$ cat src/rtl/pipe_hazard_int_ctrl_pkg.sv
// Shared definitions for the pipeline hazard / interrupt controller:
// interrupt FSM state encoding, PC select codes and the request priority encoder.
package pipe_hazard_int_ctrl_pkg;

    typedef enum logic [1:0] {
        ST_IDLE    = 2'd0,
        ST_ENTER   = 2'd1,
        ST_SERVICE = 2'd2,
        ST_RETURN  = 2'd3
    } int_state_t;

    localparam logic [1:0] PC_SEL_SEQ = 2'd0;  // sequential fetch or taken jump
    localparam logic [1:0] PC_SEL_VEC = 2'd1;  // interrupt vector
    localparam logic [1:0] PC_SEL_EPC = 2'd2;  // return to saved EPC

    // Lowest set request index wins; bit 0 is the highest priority source.
    function automatic logic [1:0] lowest_req(input logic [2:0] req);
        logic [1:0] idx;
        idx = 2'd0;
        if (req[0]) begin
            idx = 2'd0;
        end else if (req[1]) begin
            idx = 2'd1;
        end else if (req[2]) begin
            idx = 2'd2;
        end
        return idx;
    endfunction

endpackage

$ cat src/rtl/pipe_hazard_int_ctrl_fwd_hazard_unit.sv
// Combinational load-use detection and operand forwarding selects for the
// two ID-stage source operands (A = rs, B = rt). EX/DM forwarding takes
// precedence over DM/WB forwarding for the same operand.
module fwd_hazard_unit
    import pipe_hazard_int_ctrl_pkg::*;
(
    input  logic [4:0] rs_id,
    input  logic [4:0] rt_id,
    input  logic       uses_rs,
    input  logic       uses_rt,
    input  logic [4:0] regfile_req_w_id_ex,
    input  logic       regfile_w_en_id_ex,
    input  logic       memtoreg_id_ex,
    input  logic [4:0] regfile_req_w_ex_dm,
    input  logic       regfile_w_en_ex_dm,
    output logic       load_use,
    output logic       redirect_regA_ex_dm,
    output logic       redirect_regA_dm_wb,
    output logic       redirect_regB_ex_dm,
    output logic       redirect_regB_dm_wb
);

    logic [4:0] src_num [2];
    logic [1:0] src_used;
    logic [1:0] hit_ex;
    logic [1:0] fwd_ex;
    logic [1:0] fwd_dm;
    logic [1:0] lu_hit;

    assign src_num[0] = rs_id;
    assign src_num[1] = rt_id;
    assign src_used   = {uses_rt, uses_rs};

    genvar gi;
    generate
        for (gi = 0; gi < 2; gi++) begin : g_src
            // Operand matches the EX-stage destination ($0 never forwards).
            assign hit_ex[gi] = src_used[gi] && (src_num[gi] != 5'd0)
                                && (src_num[gi] == regfile_req_w_id_ex)
                                && regfile_w_en_id_ex;
            // A load in EX cannot forward yet: that is the load-use stall.
            assign lu_hit[gi] = hit_ex[gi] & memtoreg_id_ex;
            assign fwd_ex[gi] = hit_ex[gi] & ~memtoreg_id_ex;
            // Older DM-stage result only used when EX/DM did not already win.
            assign fwd_dm[gi] = src_used[gi] && (src_num[gi] != 5'd0)
                                && (src_num[gi] == regfile_req_w_ex_dm)
                                && regfile_w_en_ex_dm && !fwd_ex[gi];
        end
    endgenerate

    assign load_use            = |lu_hit;
    assign redirect_regA_ex_dm = fwd_ex[0];
    assign redirect_regA_dm_wb = fwd_dm[0];
    assign redirect_regB_ex_dm = fwd_ex[1];
    assign redirect_regB_dm_wb = fwd_dm[1];

endmodule

$ cat src/rtl/pipe_hazard_int_ctrl.sv
// Pipeline hazard and interrupt controller: stall/flush/forwarding control
// plus a non-nesting interrupt entry/service/return sequencer with EPC capture.
module pipe_hazard_int_ctrl
    import pipe_hazard_int_ctrl_pkg::*;
(
    input  logic        clk,
    input  logic        rst,
    input  logic [4:0]  rs_id,
    input  logic [4:0]  rt_id,
    input  logic        uses_rs,
    input  logic        uses_rt,
    input  logic [4:0]  regfile_req_w_id_ex,
    input  logic        regfile_w_en_id_ex,
    input  logic        memtoreg_id_ex,
    input  logic [4:0]  regfile_req_w_ex_dm,
    input  logic        regfile_w_en_ex_dm,
    input  logic        jp_success,
    input  logic [31:0] jp_target,
    input  logic [2:0]  int_req,
    input  logic        ie,
    input  logic        eret_id_ex,
    input  logic [31:0] pc_id,
    input  logic        id_valid,
    input  logic [31:0] pc_if,
    output logic        load_use,
    output logic        int_nop,
    output logic        en_pc,
    output logic        en_if_id,
    output logic        flush_if_id,
    output logic [1:0]  pc_sel,
    output logic        redirect_regA_ex_dm,
    output logic        redirect_regA_dm_wb,
    output logic        redirect_regB_ex_dm,
    output logic        redirect_regB_dm_wb,
    output logic        inting,
    output logic [1:0]  int_num,
    output logic        int_ack,
    output logic [31:0] epc
);

    int_state_t  state_reg, state_next;
    logic [31:0] epc_reg, epc_next;
    logic [1:0]  int_num_reg, int_num_next;
    logic [2:0]  req_masked;

    fwd_hazard_unit u_fwd (
        .rs_id               (rs_id),
        .rt_id               (rt_id),
        .uses_rs             (uses_rs),
        .uses_rt             (uses_rt),
        .regfile_req_w_id_ex (regfile_req_w_id_ex),
        .regfile_w_en_id_ex  (regfile_w_en_id_ex),
        .memtoreg_id_ex      (memtoreg_id_ex),
        .regfile_req_w_ex_dm (regfile_req_w_ex_dm),
        .regfile_w_en_ex_dm  (regfile_w_en_ex_dm),
        .load_use            (load_use),
        .redirect_regA_ex_dm (redirect_regA_ex_dm),
        .redirect_regA_dm_wb (redirect_regA_dm_wb),
        .redirect_regB_ex_dm (redirect_regB_ex_dm),
        .redirect_regB_dm_wb (redirect_regB_dm_wb)
    );

    assign req_masked = int_req & {3{ie}};

    // A flush discards the stalled instruction, so it releases the stall.
    assign en_pc    = ~load_use | flush_if_id;
    assign en_if_id = ~load_use | flush_if_id;

    assign epc     = epc_reg;
    assign int_num = int_num_reg;

    // State, EPC and accepted-source registers; reset abandons any handler sequence.
    always_ff @(posedge clk or posedge rst) begin
        if (rst) begin
            state_reg   <= ST_IDLE;
            epc_reg     <= 32'd0;
            int_num_reg <= 2'd0;
        end else begin
            state_reg   <= state_next;
            epc_reg     <= epc_next;
            int_num_reg <= int_num_next;
        end
    end

    // Interrupt sequencer next state and per-state pipeline controls.
    always_comb begin
        state_next   = state_reg;
        epc_next     = epc_reg;
        int_num_next = int_num_reg;
        flush_if_id  = jp_success;
        int_nop      = 1'b0;
        pc_sel       = PC_SEL_SEQ;
        int_ack      = 1'b0;
        inting       = 1'b0;
        case (state_reg)
            ST_IDLE: begin
                // Do not enter while a load-use stall is holding ID.
                if ((req_masked != 3'd0) && !load_use) begin
                    state_next   = ST_ENTER;
                    int_num_next = lowest_req(req_masked);
                end
            end
            ST_ENTER: begin
                flush_if_id = 1'b1;
                int_nop     = 1'b1;
                pc_sel      = PC_SEL_VEC;
                int_ack     = 1'b1;
                // Resume at the oldest instruction not yet committed.
                if (jp_success) begin
                    epc_next = jp_target;
                end else if (id_valid) begin
                    epc_next = pc_id;
                end else begin
                    epc_next = pc_if;
                end
                state_next = ST_SERVICE;
            end
            ST_SERVICE: begin
                inting = 1'b1;
                if (eret_id_ex) begin
                    state_next = ST_RETURN;
                end
            end
            ST_RETURN: begin
                flush_if_id = 1'b1;
                int_nop     = 1'b1;
                pc_sel      = PC_SEL_EPC;
                inting      = 1'b1;
                state_next  = ST_IDLE;
            end
            default: begin
                state_next = ST_IDLE;
            end
        endcase
    end

endmodule

$ cat config.mk
export PLATFORM = sky130hd
export DESIGN_NAME = pipe_hazard_int_ctrl
export DESIGN_NICKNAME = d
export VERILOG_FILES = /design/src/rtl/pipe_hazard_int_ctrl_pkg.sv /design/src/rtl/pipe_hazard_int_ctrl_fwd_hazard_unit.sv /design/src/rtl/pipe_hazard_int_ctrl.sv
export SDC_FILE = /design/constraint.sdc
export NUM_CORES = 1
export LEC_CHECK = 0
export CAP_MARGIN = 30
export CORE_UTILIZATION = 38
export DETAILED_ROUTE_END_ITERATION = 12
export GPL_ROUTABILITY_DRIVEN = 0
export GPL_TIMING_DRIVEN = 1
export PLACE_DENSITY = 0.95
export SETUP_SLACK_MARGIN = 0.3
export SYNTH_ARGS = -nofsm -noshare
export SYNTH_HDL_FRONTEND = slang
export SYNTH_SLANG_ARGS = --single-unit
$ cat constraint.sdc
create_clock -name clk -period 4.01 [get_ports clk]
set_input_delay 0.802 -clock clk [delete_from_list [all_inputs] [get_ports clk]]
set_output_delay 0.802 -clock clk [all_outputs]
set_load 0.05 [all_outputs]
* Yosys cells after proc, flatten, opt, wreduce, memory -nomap -nowiden
Cells that the tools add are included.
** Operators by class
- Reductions and logical operators :: 25
- Muxes and demuxes :: 13
- Bitwise logic cells :: 8
- Equal/unequal tests :: 9
** Operators with widths (count)
- $mux W32 :: 2
- $eq A5 B5 Y1 :: 4
- $logic_and A1 B1 Y1 :: 13
- $mux W2 :: 5
- $reduce_bool A5 Y1 :: 2
- $pmux W2 S4 :: 1
- $reduce_or A2 Y1 :: 3
- $and A1 B1 Y1 :: 4
- $eq A2 B2 Y1 const B :: 2
- $mux W1 :: 4
- $ne A2 B2 Y1 const B :: 2
- $pmux W2 S2 :: 1
- $reduce_and A2 Y1 :: 2
- $and A3 B3 Y3 :: 1
- $logic_not A1 Y1 :: 3
- $reduce_bool A3 Y1 :: 1
- $eq A2 B1 Y1 const B :: 1
- $logic_not A2 Y1 :: 1
- $not A1 Y1 :: 2
- $or A1 B1 Y1 :: 1
** Storage, ports and cells
- Output and inout bits :: 47
- Bits in registers :: 36
- Input bits :: 130

* Longest topological paths before layout
- Depth after elaboration :: 10
- Mapped depth :: 7

* By module
Synthesis repeated with hierarchy kept, for this count alone.
** Second synthesis, totals
- Cell total of the unflattened synthesis :: 247
- Area total of the unflattened synthesis :: 2585.0 sq um
** By module, submodules not included
- pipe_hazard_int_ctrl :: area each 2287.2 sq um, sequential area each 900.9 sq um, cells each 208, times used 1
- fwd_hazard_unit :: area each 297.8 sq um, sequential area each 0.0 sq um, cells each 39, times used 1

* Worst setup path before layout
No wires, ideal clock.
- Path type :: in2out
- From :: input rt_id[0]
- To :: output redirect_regB_dm_wb
- Arrival :: 3033 ps
- Cell stages on the path :: 5
- Data required time :: 3208 ps
- Path slack :: 175 ps
- Path buffers :: 0
- Cells stage by stage :: or4_1 o21ai_2 nand4b_2 nor2_1 nor3_1
** Between the ends
- Word-level cells in the longest chain between the ends :: 7
- Elaborated cells between the ends (all ways) :: 11
- Those cells by class :: 2 x eq/ne; 1 x bitwise; 8 x reduce/logical
** Ends and longest elaborated chain
- start, declared :: line pipe_hazard_int_ctrl.sv:9 : input logic [4:0] rt_id,
- $reduce_bool A5 Y1 :: line pipe_hazard_int_ctrl_fwd_hazard_unit.sv:38 : assign hit_ex[gi] = src_used[gi] && (src_num[gi] != 5'd0)
- $logic_and A1 B1 Y1 :: line pipe_hazard_int_ctrl_fwd_hazard_unit.sv:38
- $logic_and A1 B1 Y1 (*) :: line pipe_hazard_int_ctrl_fwd_hazard_unit.sv:39 : && (src_num[gi] == regfile_req_w_id_ex)
- $logic_and A1 B1 Y1 (*) :: line pipe_hazard_int_ctrl_fwd_hazard_unit.sv:40 : && regfile_w_en_id_ex;
- $and A1 B1 Y1 (*) :: line pipe_hazard_int_ctrl_fwd_hazard_unit.sv:43 : assign fwd_ex[gi] = hit_ex[gi] & ~memtoreg_id_ex;
- named net redirect_regB_ex_dm :: line pipe_hazard_int_ctrl.sv:33 : output logic redirect_regB_ex_dm,
- $logic_not A1 Y1 (*) :: line pipe_hazard_int_ctrl_fwd_hazard_unit.sv:47 : && regfile_w_en_ex_dm && !fwd_ex[gi];
- $logic_and A1 B1 Y1 (*) :: line pipe_hazard_int_ctrl_fwd_hazard_unit.sv:47
- end, declared :: line pipe_hazard_int_ctrl.sv:34 : output logic redirect_regB_dm_wb,
Mark *: on every way through the listed nets, which the timed path passes. The rest lies on a longest branch.

* Worst setup path in the final report
- From :: input rs_id[1]
- To :: output redirect_regA_dm_wb
** Between the ends
- Word-level cells in the longest chain between the ends :: 7
- Elaborated cells between the ends (all ways) :: 11
- Those cells by class :: 2 x eq/ne; 1 x bitwise; 8 x reduce/logical
** Ends and longest elaborated chain
- start, declared :: line pipe_hazard_int_ctrl.sv:8 : input logic [4:0] rs_id,
- $reduce_bool A5 Y1 :: line pipe_hazard_int_ctrl_fwd_hazard_unit.sv:38, pipe_hazard_int_ctrl_fwd_hazard_unit.sv:45
- $logic_and A1 B1 Y1 :: line pipe_hazard_int_ctrl_fwd_hazard_unit.sv:38, pipe_hazard_int_ctrl_fwd_hazard_unit.sv:45
- $logic_and A1 B1 Y1 :: line pipe_hazard_int_ctrl_fwd_hazard_unit.sv:39
- $logic_and A1 B1 Y1 :: line pipe_hazard_int_ctrl_fwd_hazard_unit.sv:40
- $and A1 B1 Y1 :: line pipe_hazard_int_ctrl_fwd_hazard_unit.sv:43
- $logic_not A1 Y1 :: line pipe_hazard_int_ctrl_fwd_hazard_unit.sv:47
- $logic_and A1 B1 Y1 (*) :: line pipe_hazard_int_ctrl_fwd_hazard_unit.sv:47
- end, declared :: line pipe_hazard_int_ctrl.sv:32 : output logic redirect_regA_dm_wb,
Mark *: on every way between the ends. The rest lies on a longest branch, timed or not.

==> summary.md <==
| Metric | Value |
|---|---|
| Syn_area_per_cell | `9.75 um^2` |
| P_leak | `1.90 nW` |
| First-pass GRT wire length | `12800 um` |
| Total Wirelength | `7860 um` |
| Seq/Total Area, Yosys | `35.8%` |
| Cells after DPL | `498` |
| Clock Latency Late Sink | `280 ps` |
| # rows | `29` |
| Antenna Nets Post-Route | `0` |
| Hold Crit Class | `reg2reg` |
| Total gr overflow | `0` |
| Drt drc | `0` |
| Worst slack, placed | `482 ps` |
| Flops & latches, synth | `36` |
| PostCTS Resize Cnt | `0` |
| Clock transition at the registers of the reported paths | `70 ps` |
| Largest register FFs | `32` |
| Postcts setup bufs | `0` |
| Sequential cell area | `901 um^2` |
| Final hold vios | `0` |
| Peak VDD IR | `0.435 mV` |
| Power after layout | `2.79 mW` |
| Status | `complete, no violations` |
| TritonCTS clock tree | `built` |
| Most frequent cells in the layout | `clkdlybuf4s50_1, nand2_1, dfrtp_1` |
| Utilization after layout | `70.1%` |
| RR Startpoint | `state_reg[1]` |
| Number of fillers in the final layout | `469` |
| Crit path time final | `3540 ps` |
| HPWL Detailed | `6520 um` |
| Final worst slack | `471 ps` |
| RSZ-0062 raised after global routing | `no` |
| Synth Cell Area | `0.00252 mm^2` |
| Predominant post-synthesis flop cell | `dfrtp_1` |
| Antenna diodes | `0` |
| Worst Path Required | `3210 ps` |
| Routed length on met3 | `594 um` |
| Port buffer count | `176` |
| Area occupied by multi-input gates | `0.00154 mm^2` |
| F_max | `283 MHz` |
| H-tree depth | `2` |
| Fin Setup TNS | `0 ps` |
| Area grow syn2layout | `78.0%` |
| WP data arrival | `2740 ps` |
| Max clock buf depth | `2` |
| Hold Startpoint | `int_num[0]` |
| Synthesized net count | `393` |
| Instance count of the mapped netlist | `258` |
| Setup violators final | `0` |
| Starting Density | `39.4%` |
| GRT Util Overall | `23.1%` |
| Worst Setup SP | `rs_id[1]` |
| Largest net degree at the start of global routing | `65` |
| Initial antenna violation count | `0` |
| CTS Hold Bufs | `0` |
| Measured slew at the worst slew-check pin | `984 ps` |
| Final nets | `563` |
| Die Ht | `83.4 um` |
| Top sig layer | `met4` |
| Worst setup SP type | `primary input` |
| Total core area | `0.00639 mm^2` |
| Detailed Routing Iterations Pass 1 | `3` |
| Fraction of layout instances using a drive strength above 1 | `14.9%` |
| Finished Layout Cells | `506` |
| Total CTS buffers | `5` |
| Tcrit/Tclk final | `88.2%` |
| Pwr Density | `623 mW/mm^2` |
| Die W | `83.4 um` |
| WL per Instance | `15.5 um` |
| Vias in the first global route | `2715` |
| Pins Over Slew Limit | `0` |
| Post-synth EDFFs | `0` |
| Via count | `2534` |
| I/O pin count | `177` |
| Die Footprint | `0.00695 mm^2` |
| Crit end category | `output pin` |
| Clk sinks | `36` |
| Root Driver | `clkbuf_8` |
| Worst Skew | `3.80 ps` |
| Initial detailed-routing violation count | `60` |
| WL met2 | `4240 um` |
| Max-cap violation count | `0` |
| Most common cell after layout, fill and taps aside | `clkdlybuf4s50_1` |
| Async SR Flop Fraction | `100%` |
| M1 WL | `2900 um` |
| Ys Warns | `0` |
| Vias per cell | `5.01` |
| Slew HR | `34.4%` |
| Critical path class | `in2out` |
| Worst Path Max Fanout | `3` |
| Cell variety after synth | `34` |
==> worst max-delay path, stage by stage <==
cell	delay [ps]
clkdlybuf4s50_1	480
or4_1	560
o21ai_2	180
nand4b_2	190
nor2_1	90
nor3_2	260
buf_12	170
==> Yosys cell counts (all sizes together) (2+ instances only) <==
cell | number | area (um^2)
nand2 | 38 | 143
nor3 | 2 | 10.0
ha | 5 | 62.6
buf | 5 | 30.0
or4 | 3 | 22.5
nand4b | 2 | 30.0
xnor2 | 4 | 35.0
nand3 | 6 | 30.0
clkbuf | 12 | 45.0
o21ai | 35 | 183
mux2 | 33 | 372
mux2i | 32 | 320
inv | 4 | 15.0
or2 | 2 | 12.5
a21oi | 2 | 10.0
xor2 | 16 | 140
nor4 | 4 | 37.5
dfrtp | 36 | 901
nor2 | 8 | 30.0
==> worst paths after layout <==
path                                             to  slack (ps)  depth (start not counted)
max in group asynchronous                int_num[0]        2650                          4
min in group asynchronous                    epc[1]         760                          2
worst max-delay path            redirect_regA_dm_wb         470                          7
worst max register to register               epc[5]        2350                          4
worst min-delay path                     int_num[0]         500                          1
worst min register to register           int_num[0]         500                          1
==> where the power goes <==
group	internal, mW	switching, mW	total (mW)
sequential	0.552	0.0973	0.649
combinational	0.753	1.12	1.87
clock	0.140	0.126	0.265
==> stage by stage <==
| stage | hold WS, ps | cell area (um^2) |
|---|---|---|
| after floorplan | 540 | 2530 |
| after global placement | 468 | 4360 |
| after detailed placement | 488 | 4380 |
| after CTS | 503 | 4480 |
| after global routing | 520 | 4480 |
| final | 499 | 4480 |
==> metal layers <==
metal	global-route usage, %	up-vias
li1	-	1249
met1	24.0	1159
met2	44.9	118
met3	5.77	8
met4	7.52	0
met5	0	-
==> layout make-up <==
class | count | area share (%)
inverter | 4 | 0.335
clock buffer | 7 | 1.93
timing repair buffer | 180 | 41.0
clock inverter | 1 | 0.168
sequential | 36 | 20.1
multi-input combinational | 201 | 34.3
tap | 77 | 2.15
==> kinds of logic (layout without fill, tap and decap cells) <==
logic type	count (synthesis)	in the layout	synth area share [%]
adder cells (fa/ha/maj)	5	5	2.49
multiplexers	65	65	27.5
flip-flops	36	36	35.8
AO/OA/AOI/OAI	44	44	10.4
AND/OR/NAND/NOR	67	67	13.3
XOR/XNOR	20	20	6.96
buffers and inverters	21	192	3.58
(Power assumes the default switching activity.)
